### config.mk
export PLATFORM = sky130hd
export DESIGN_NAME = grf_scoreboard_flat
export DESIGN_NICKNAME = d
export VERILOG_FILES = /design/src/rtl/grf_pkg.sv /design/src/rtl/grf_scoreboard_if.sv /design/src/rtl/grf_scoreboard_sb_counter.sv /design/src/rtl/grf_scoreboard.sv /design/src/flat_wrapper.sv
export SDC_FILE = /design/constraint.sdc
export NUM_CORES = 1
export LEC_CHECK = 0
export BUFFER_PORTS_ARGS = -buffer_cell sky130_fd_sc_hd__buf_2
export CORE_AREA = 2 2 75 149
export CTS_CLUSTER_SIZE = 25
export DETAILED_ROUTE_END_ITERATION = 7
export DIE_AREA = 0 0 77 151
export PLACE_DENSITY = 0.8
export SETUP_SLACK_MARGIN = 0.2
export SLEW_MARGIN = 0
export SYNTH_ARGS = -nofsm -noshare
export SYNTH_HDL_FRONTEND = slang
export SYNTH_HIERARCHICAL = 1
export SYNTH_SLANG_ARGS = --single-unit
export TNS_END_PERCENT = 5
### constraint.sdc
create_clock -name clk -period 9.6 [get_ports clk]
set_clock_uncertainty 0.1 [all_clocks]
set_input_delay 1.92 -clock clk [delete_from_list [all_inputs] [get_ports clk]]
set_output_delay 1.92 -clock clk [all_outputs]
set_load 0.01 [all_outputs]
### src/rtl/grf_pkg.sv
// Shared sizing, index/counter types and constants for the GRF scoreboard.
package grf_pkg;

  localparam int unsigned NREG    = 32;
  localparam int unsigned REG_AW  = 5;
  localparam int unsigned CNT_W   = 2;
  localparam int unsigned CNT_MAX = (1 << CNT_W) - 1;

  typedef logic [REG_AW-1:0] reg_idx_t;
  typedef logic [CNT_W-1:0]  sb_cnt_t;

  localparam reg_idx_t REG_ZERO = 5'd0;

endpackage : grf_pkg

### src/rtl/grf_scoreboard_if.sv
// Issue / writeback / status bundle between the pipeline and the GRF scoreboard.
//   master : decode + writeback side (drives issue_*, wb_*, flush)
//   slave  : scoreboard (drives stall, issue_fire, busy_mask, err)
interface grf_scoreboard_if
  import grf_pkg::*;
  ();

  logic             issue_valid;
  reg_idx_t         issue_rs;
  logic             issue_use_rs;
  reg_idx_t         issue_rt;
  logic             issue_use_rt;
  logic             issue_wen;
  reg_idx_t         issue_dst;
  logic             stall;
  logic             issue_fire;
  logic             wb_valid;
  reg_idx_t         wb_dst;
  logic             flush;
  logic [NREG-1:0]  busy_mask;
  logic             err;

  modport master (
    output issue_valid, issue_rs, issue_use_rs, issue_rt, issue_use_rt,
           issue_wen, issue_dst, wb_valid, wb_dst, flush,
    input  stall, issue_fire, busy_mask, err
  );

  modport slave (
    input  issue_valid, issue_rs, issue_use_rs, issue_rt, issue_use_rt,
           issue_wen, issue_dst, wb_valid, wb_dst, flush,
    output stall, issue_fire, busy_mask, err
  );

endinterface : grf_scoreboard_if

### src/rtl/grf_scoreboard_sb_counter.sv
// Per-register in-flight write counter (saturating up/down, synchronous clear).
// Ports:
//   clk, reset     : clock, synchronous active-high reset
//   i_inc / i_dec  : issue / writeback event for this register
//   i_clr          : flush, overrides inc/dec
//   o_cnt          : registered count
//   o_nonzero_c    : count != 0
//   o_underflow_c  : decrement requested while empty (no matching increment)
module sb_counter
  import grf_pkg::*;
(
  input  logic    clk,
  input  logic    reset,
  input  logic    i_inc,
  input  logic    i_dec,
  input  logic    i_clr,
  output sb_cnt_t o_cnt,
  output logic    o_nonzero_c,
  output logic    o_underflow_c
);

  sb_cnt_t r_cnt;

  // Simultaneous inc and dec cancel; inc saturates, dec floors at zero.
  always_ff @(posedge clk) begin
    if (reset || i_clr) begin
      r_cnt <= '0;
    end else if (i_inc && !i_dec) begin
      if (r_cnt != sb_cnt_t'(CNT_MAX)) r_cnt <= r_cnt + CNT_W'(1);
    end else if (i_dec && !i_inc) begin
      if (r_cnt != '0) r_cnt <= r_cnt - CNT_W'(1);
    end
  end

  assign o_cnt         = r_cnt;
  assign o_nonzero_c   = (r_cnt != '0);
  assign o_underflow_c = i_dec && !i_inc && !i_clr && (r_cnt == '0);

endmodule : sb_counter

### src/rtl/grf_scoreboard.sv
// Issue-stage scoreboard for the 32x32 GRF: tracks in-flight writes per
// register and stalls decode on RAW hazards or a saturated destination count.
// Ports:
//   clk, reset : clock, synchronous active-high reset
//   sb         : slave side of grf_scoreboard_if (issue, writeback, flush,
//                stall, issue_fire, busy_mask, sticky err)
module grf_scoreboard
  import grf_pkg::*;
(
  input  logic           clk,
  input  logic           reset,
  grf_scoreboard_if.slave sb
);

  sb_cnt_t         w_cnt [NREG];
  logic [NREG-1:0] w_nonzero;
  logic [NREG-1:0] w_underflow;
  logic            w_raw_rs;
  logic            w_raw_rt;
  logic            w_sat;
  logic            w_stall;
  logic            w_fire;
  logic            r_err;

  // Register 0 is hardwired: never pending, never errors.
  assign w_cnt[0]       = '0;
  assign w_nonzero[0]   = 1'b0;
  assign w_underflow[0] = 1'b0;

  // Hazards look only at registered counts; no same-cycle writeback bypass.
  assign w_raw_rs = sb.issue_use_rs && (sb.issue_rs != REG_ZERO) && (w_cnt[sb.issue_rs] != '0);
  assign w_raw_rt = sb.issue_use_rt && (sb.issue_rt != REG_ZERO) && (w_cnt[sb.issue_rt] != '0);
  assign w_sat    = sb.issue_wen && (sb.issue_dst != REG_ZERO) &&
                    (w_cnt[sb.issue_dst] == sb_cnt_t'(CNT_MAX));

  assign w_stall = sb.issue_valid && (w_raw_rs || w_raw_rt || w_sat);
  assign w_fire  = sb.issue_valid && !w_stall && !sb.flush;

  // One counter per tracked register; index decode done here.
  for (genvar gi = 1; gi < NREG; gi++) begin : g_cnt
    logic w_inc;
    logic w_dec;

    assign w_inc = w_fire && sb.issue_wen && (sb.issue_dst == REG_AW'(gi));
    assign w_dec = sb.wb_valid && (sb.wb_dst == REG_AW'(gi));

    sb_counter u_cnt (
      .clk           (clk),
      .reset         (reset),
      .i_inc         (w_inc),
      .i_dec         (w_dec),
      .i_clr         (sb.flush),
      .o_cnt         (w_cnt[gi]),
      .o_nonzero_c   (w_nonzero[gi]),
      .o_underflow_c (w_underflow[gi])
    );
  end

  // Sticky protocol error: writeback to a register with nothing in flight.
  always_ff @(posedge clk) begin
    if (reset) begin
      r_err <= 1'b0;
    end else if (|w_underflow) begin
      r_err <= 1'b1;
    end
  end

  assign sb.stall      = w_stall;
  assign sb.issue_fire = w_fire;
  assign sb.busy_mask  = w_nonzero;
  assign sb.err        = r_err;

endmodule : grf_scoreboard
### src/flat_wrapper.sv
// flat-port wrapper written by rule: the top's interface ports become plain ports
module grf_scoreboard_flat import grf_pkg::*;
  (clk, reset, sb_issue_valid, sb_issue_rs, sb_issue_use_rs, sb_issue_rt, sb_issue_use_rt, sb_issue_wen, sb_issue_dst, sb_wb_valid, sb_wb_dst, sb_flush, sb_stall, sb_issue_fire, sb_busy_mask, sb_err);
  grf_scoreboard_if sb_i ();
  input  logic clk;
  input  logic reset;
  input wire logic [$bits(sb_i.issue_valid)-1:0] sb_issue_valid;
  input wire logic [$bits(sb_i.issue_rs)-1:0] sb_issue_rs;
  input wire logic [$bits(sb_i.issue_use_rs)-1:0] sb_issue_use_rs;
  input wire logic [$bits(sb_i.issue_rt)-1:0] sb_issue_rt;
  input wire logic [$bits(sb_i.issue_use_rt)-1:0] sb_issue_use_rt;
  input wire logic [$bits(sb_i.issue_wen)-1:0] sb_issue_wen;
  input wire logic [$bits(sb_i.issue_dst)-1:0] sb_issue_dst;
  input wire logic [$bits(sb_i.wb_valid)-1:0] sb_wb_valid;
  input wire logic [$bits(sb_i.wb_dst)-1:0] sb_wb_dst;
  input wire logic [$bits(sb_i.flush)-1:0] sb_flush;
  output wire logic [$bits(sb_i.stall)-1:0] sb_stall;
  output wire logic [$bits(sb_i.issue_fire)-1:0] sb_issue_fire;
  output wire logic [$bits(sb_i.busy_mask)-1:0] sb_busy_mask;
  output wire logic [$bits(sb_i.err)-1:0] sb_err;
  assign sb_i.issue_valid = sb_issue_valid;
  assign sb_i.issue_rs = sb_issue_rs;
  assign sb_i.issue_use_rs = sb_issue_use_rs;
  assign sb_i.issue_rt = sb_issue_rt;
  assign sb_i.issue_use_rt = sb_issue_use_rt;
  assign sb_i.issue_wen = sb_issue_wen;
  assign sb_i.issue_dst = sb_issue_dst;
  assign sb_i.wb_valid = sb_wb_valid;
  assign sb_i.wb_dst = sb_wb_dst;
  assign sb_i.flush = sb_flush;
  assign sb_stall = sb_i.stall;
  assign sb_issue_fire = sb_i.issue_fire;
  assign sb_busy_mask = sb_i.busy_mask;
  assign sb_err = sb_i.err;
  grf_scoreboard u_core (.clk(clk), .reset(reset), .sb(sb_i));
endmodule
# Word level (Yosys, flattened, before mapping)

Index checks and enable logic that the tools add are counted.

Register bits after elaboration: 63
Input port bits: 28
Logic and storage cells: 782
Output and inout port bits: 35

Multiplexer cells: 133
Reductions and logical operators: 424
Equality and inequality tests: 125
Order comparisons: 3
$add $sub $neg: 62
Bitwise gates (word level): 3

Operators by type and width:

| operator                                                            | count |
|---|---|
| 2-bit two-way mux                                                   | 130 |
| 1-bit logical AND                                                   | 196 |
| 2-bit nonzero test                                                  | 95 |
| 5-bit == test (second input constant)                               | 32 |
| 3-bit AND reduction                                                 | 31 |
| 5-bit by 4-bit == test with 1-bit output (second input constant)    | 16 |
| 1-bit zero test                                                     | 64 |
| 2-bit by 1-bit adder with 2-bit output (second input constant)      | 31 |
| 2-bit zero test                                                     | 31 |
| 2-bit by 1-bit != test with 1-bit output (second input constant)    | 31 |
| 2-bit != test (second input constant)                               | 31 |
| 2-bit by 1-bit subtractor with 2-bit output (second input constant) | 31 |
| 5-bit by 3-bit == test with 1-bit output (second input constant)    | 8 |
| 31-bit OR reduction                                                 | 1 |
| 2-bit binary-select mux with 5-bit select                           | 3 |
| 5-bit by 2-bit == test with 1-bit output (second input constant)    | 4 |
| 6-bit >= comparator (second input constant)                         | 3 |
| 5-bit NOT with 6-bit output                                         | 3 |
| 5-bit nonzero test                                                  | 3 |
| 5-bit by 1-bit == test with 1-bit output (second input constant)    | 2 |
| 1-bit logical OR                                                    | 3 |
| 2-bit == test (second input constant)                               | 1 |

# Longest topological paths before layout

Word-level depth: 19
Depth in mapped cells: 16
Mapped depth without buffers: 13

# Cells and area by module

Netlist, hierarchy kept.

Modules (own cells, without submodules):

| module                                  | seq. area each (sq um) | area an instance (sq um) | cells each | times used |
|---|---|---|---|---|
| sb_counter (u_core.g_cnt[10].u_cnt ...) | 40.0                   | 137.6                    | 15         | 30 |
| grf_scoreboard                          | 20.0                   | 1926.8                   | 284        | 1 |
| sb_counter (u_core.g_cnt[29].u_cnt)     | 40.0                   | 128.9                    | 15         | 1 |

# Worst setup path before layout

Ideal clock, no wire load.

Kind: input-to-output
Start: input sb_issue_dst[1]
End: output sb_issue_fire
Data required time: 7580 ps
Slack: 3733 ps
Path buffers: 3
Cell stages on the path: 9
Arrival time: 3847 ps
Path through: clkbuf_1 -> buf_1 -> mux4_2 -> mux2i_1 -> a21oi_1 -> a32oi_1 -> nand4_2 -> buf_2 -> nor2_1

Cells in the longest elaborated chain, start to end: 11
Elaborated cells on any way between the ends: 13
Classes of those cells: eq/ne (1); mux (3); bitwise (1); reduce/logical (8)

Ends and longest elaborated chain:

| element                                              | line                 | source |
|---|---|---|
| start: declaration                                   | flat_wrapper.sv:13   | `input wire logic [$bits(sb_i.issue_dst)-1:0] sb_issue_dst;` |
| 5-bit NOT with 6-bit output (not written as such)    | grf_scoreboard.sv:34 | `(w_cnt[sb.issue_dst] == sb_cnt_t'(CNT_MAX));` |
| 2-bit binary-select mux with 5-bit select            | grf_scoreboard.sv:34 |  |
| 2-bit two-way mux (not written as such) (2 in a row) | grf_scoreboard.sv:34 |  |
| 2-bit == test                                        | grf_scoreboard.sv:34 |  |
| 1-bit logical AND *                                  | grf_scoreboard.sv:33 | `assign w_sat = sb.issue_wen && (sb.issue_dst != REG_ZERO) &&` |
| 1-bit logical OR *                                   | grf_scoreboard.sv:36 | `assign w_stall = sb.issue_valid && (w_raw_rs \|\| w_raw_rt \|\| w_sat);` |
| 1-bit logical AND *                                  | grf_scoreboard.sv:36 |  |
| 1-bit zero test *                                    | grf_scoreboard.sv:37 | `assign w_fire = sb.issue_valid && !w_stall && !sb.flush;` |
| 1-bit logical AND * (2 in a row)                     | grf_scoreboard.sv:37 |  |
| end: declaration                                     | flat_wrapper.sv:18   | `output wire logic [$bits(sb_i.issue_fire)-1:0] sb_issue_fire;` |

Mark *: on every way between the ends. The rest lies on a longest branch, timed or not. The select of a mux whose other input is x is not followed.

# Worst setup path after layout

Start: input sb_issue_dst[0]
End: output sb_stall

Cells in the longest elaborated chain, start to end: 8
Elaborated cells on any way between the ends: 10
Classes of those cells: eq/ne (1); mux (3); bitwise (1); reduce/logical (5)

Ends and longest elaborated chain:

| element                                              | line                 | source |
|---|---|---|
| 5-bit NOT with 6-bit output (not written as such)    | grf_scoreboard.sv:34 |  |
| 2-bit binary-select mux with 5-bit select            | grf_scoreboard.sv:34 |  |
| 2-bit two-way mux (not written as such) (2 in a row) | grf_scoreboard.sv:34 |  |
| 2-bit == test                                        | grf_scoreboard.sv:34 |  |
| 1-bit logical AND *                                  | grf_scoreboard.sv:33 |  |
| 1-bit logical OR *                                   | grf_scoreboard.sv:36 |  |
| 1-bit logical AND *                                  | grf_scoreboard.sv:36 |  |
| end: declaration                                     | flat_wrapper.sv:17   | `output wire logic [$bits(sb_i.stall)-1:0] sb_stall;` |

Marked as above.

==> results.md <==
Global route:
- The number of global-route vias before repair came to 6,145.
- Entering global routing, the biggest net connects 73 pins.
- The total global routing track utilization is 0.360.
- The first-pass GRT wire length is 32,500 um.
- The number of antenna violations at the first check in global routing is 0.
- The total grt overflow is 0.

Clock tree:
- The tree built by TritonCTS fans out to 63 sinks.
- Buffers inserted to repair hold after CTS numbered 0.
- The clock latency at the later pin of the worst-skew pair is 0.34 ns.
- The clock tree synthesis step divided the H-tree into 3 levels.
- In this run, CTS created clock tree buffers numbering 9.
- The cell chosen for the clock root is sky130_fd_sc_hd__clkbuf_16.
- The longest clock path from root to sink contains 2 buffers.
- The number of gates resized after CTS was 0.
- The buffers inserted during post-CTS setup optimization is 0.
- TritonCTS built the clock tree.
- Clock-pin slew was measured on the worst setup and hold paths at 0.06 ns.

Logic synthesis:
- The post-synthesis async set-or-reset flop share is 0.
- The cell area after technology mapping is 0.00618 sq mm.
- By area the synthesized netlist is led by sky130_fd_sc_hd__dfxtp_1 (20%), sky130_fd_sc_hd__mux4_2 (6.9%), sky130_fd_sc_hd__a211oi_2 (6.1%), sky130_fd_sc_hd__nor3b_2 (6.1%), sky130_fd_sc_hd__mux2i_1 (5.3%).
- The commonest cells after synthesis are sky130_fd_sc_hd__dfxtp_1 (63), sky130_fd_sc_hd__nor2_1 (63), sky130_fd_sc_hd__nor3_1 (60).
- During synthesis, Yosys emitted a total of 6 warnings.
- In the synthesized netlist, the number of instances is 749.
- The most used flip-flop cell after synthesis is sky130_fd_sc_hd__dfxtp_1.
- The netlist uses 52 different library cells.
- The share of the Yosys chip area taken by registers is 0.204.
- Dividing the synthesized area by the synthesized cell count gives 8.26 sq um.
- After synthesis the netlist holds a flip-flop and latch count of 63.
- The share of Yosys cell area claimed by the top area cell type is 0.204.
- The number of nets in the synthesized netlist is 777.
- The number of flops mapped to enable cells by yosys is 0.
- The largest total area in the synthesized netlist belongs to sky130_fd_sc_hd__dfxtp_1.

Drt:
- For this block, the routed nets add up to 20,700 um of wire.
- The total vias in the final route is 6,367.
- The detail-routed net length per standard cell is 22.0 um.
- The residual antenna-violating net count after detailed routing is 0.
- The post-route DRC violation count is 0.
- The first detailed-routing pass ran for 8 iterations.
- The first routing iteration left 460 violations.
- Dividing the detail-routed via count by the number of cells gives 6.76.

Worst hold path:
- The min-delay analysis places its worst path in the category reg2reg.

Floorplanning:
- The vertical die dimension is 151 um.
- The initialized floorplan defines 53 standard-cell rows.
- The effective utilization at floorplan is 0.590.
- The horizontal extent of the die is 77 um.
- The core region is 0.0105 sq mm.
- The die covers 0.0116 sq mm.
- The top-level I/O count is 63.

Layout:
- The post-layout instance area is 0.00687 sq mm.
- Fill cells in the final layout number 926.
- The final standard cell utilization of the core is 0.656.
- In the final layout, the share of cells above drive strength 1 is 0.219.
- Summing all flip-flop and latch instances after layout gives 0.00126 sq mm.
- The layout overhead on the synthesized area is 11.1%.
- The diode insertion count for antenna repair is 0.
- After the flow finishes, the layout carries non-filler instances totaling 942.
- After the last flow step, the layout net total stands at 828.
- In the final layout, the multi-input gates occupy 0.00478 sq mm.

STA:
- The slew at the pin closest to its max-slew limit is 1.05 ns.
- The hold violation count in the final report was 0.
- Setup repair after global routing left no endpoint under its margin.
- For this run, the top clock speed supported by timing is 0.148 GHz.
- The setup TNS is 0 ns.
- Setup violations remaining at the end of the flow were counted as 0.
- The post-route minimum period is 6.76 ns.
- Across all setup checks in the final design, the least slack found is 2.84 ns.
- Of the available clock period, the critical path in the final layout requires 0.704.
- The worst hold margin is 0.441 ns.
- The final count of pins violating max slew was 0.
- In this run the tightest slew margin relative to its limit is 0.297.

Critical path:
- STA classifies the critical path endpoint as a primary output.
- The largest fanout on the critical path is 20.
- The critical path class is in2out.
- Walking the worst path, the cells encountered are buf_2, mux4_2, nor2b_1, a211oi_1, a21oi_1, a32oi_1, nand4_2, buf_4, and2_1, buf_2.
- On the worst path, the slowest cell contributes a delay of 0.57 ns.
- The data required time of the worst path is 7.58 ns.
- STA classifies the critical path startpoint as a primary input.
- For this design, the slowest cell found on the critical path is sky130_fd_sc_hd__mux4_2.
- STA puts the critical path data arrival time at 4.74 ns.
- The dominant cell type by count on the critical path is sky130_fd_sc_hd__buf_2.

Place:
- The final HPWL from detailed placement is 15,200 um.
- The congestion estimate from routability-driven global placement came to 1.02.
- Buffers placed on the I/O ports in this run total 61.
- Before CTS, the worst setup slack after placement is 2.86 ns.
- Summing all placed instances gives a cell area of 0.00656 sq mm.
- The number of placed instances, taps included is 926.

Power:
- The analysis attributes to cell leakage a power of 2.35 nW.
- The cell area power density is 102 mW/mm^2.
- The completed layout was analyzed and its total power is 702 uW.
- The worst-case IR drop observed on VDD is 0.0928 mV.

Run status:
- The flow ran to the end, and the final reports show no timing, DRC or antenna violations.

Flow run:
- The number of max-capacitance violations reported is 0.
-- layout make-up --
cell class / instances / share of cell area
multi-input combinational: 657 / 0.695
clock inverter: 3 / 0.00583
timing repair buffer: 65 / 0.0492
tap: 137 / 0.0249
clock buffer: 13 / 0.0393
inverter: 4 / 0.00218
sequential: 63 / 0.184
-- critical path: cells and delay by family --
kind | cells | cell delay, ns
buffers and inverters | 3 | 0.95
AND/OR/NAND/NOR | 3 | 0.71
AO/OA/AOI/OAI | 3 | 0.57
multiplexers | 1 | 0.57
-- per-layer routing --
metal  track usage  share of wire  up-vias
met4         0.286          0.086        0
met3        0.0626          0.050       91
met2         0.629           0.51      298
met1         0.378           0.36     3070
li1              -              -     2908
met5             0              0        -
-- cell families after synthesis --
family	count (synthesis)	synth area share
simple gates	396	0.393
compound gates	171	0.201
xor+xnor	31	0.0439
other cells	1	0.000606
flops	63	0.204
buf+inv	29	0.0239
mux	58	0.134
-- final timing paths --
kind	start	end	slack, ns	cells past startpoint
max	sb_issue_dst[0]	sb_stall	2.84	10
min	u_core/g_cnt[6].u_cnt/o_cnt[1]	u_core/g_cnt[6].u_cnt/o_cnt[1]	0.44	2
max reg2reg	u_core/g_cnt[19].u_cnt/o_cnt[1]	u_core/sb.err	5.04	13
min reg2reg	u_core/g_cnt[6].u_cnt/o_cnt[1]	u_core/g_cnt[6].u_cnt/o_cnt[1]	0.44	2
-- flip-flops by register name, summed over array words and instances, names as in the netlist --
| name | flops |
|---|---|
| u_core/sb.err | 1 |
| u_core/g_cnt.u_cnt/o_cnt | 62 |
-- cells in the final DEF (no fill, tap or decap), types with 30 or more instances in the layout --
cell                       synthesis  layout
sky130_fd_sc_hd__dfxtp_1          63      63
sky130_fd_sc_hd__buf_2             4      60
sky130_fd_sc_hd__mux2i_1          33      33
sky130_fd_sc_hd__nor2b_1          39      39
sky130_fd_sc_hd__a211oi_2         30      30
sky130_fd_sc_hd__o21ai_0          38      38
sky130_fd_sc_hd__nor2_1           63      63
sky130_fd_sc_hd__and2b_1          31      31
sky130_fd_sc_hd__xnor2_1          31      31
sky130_fd_sc_hd__nand2_1          44      44
sky130_fd_sc_hd__or2b_1           31      31
sky130_fd_sc_hd__nor3_1           60      60
sky130_fd_sc_hd__o21ai_1          31      31
sky130_fd_sc_hd__or2_1            30      30
sky130_fd_sc_hd__a211oi_1         42      42
sky130_fd_sc_hd__nor3b_2          30      30
-- power by group --
part           switching [mW]  total, mW  internal, mW
Sequential            0.00127      0.263         0.262
Clock                   0.126      0.348         0.222
Combinational          0.0646     0.0905        0.0259
Power figures use the tool's default switching activity.
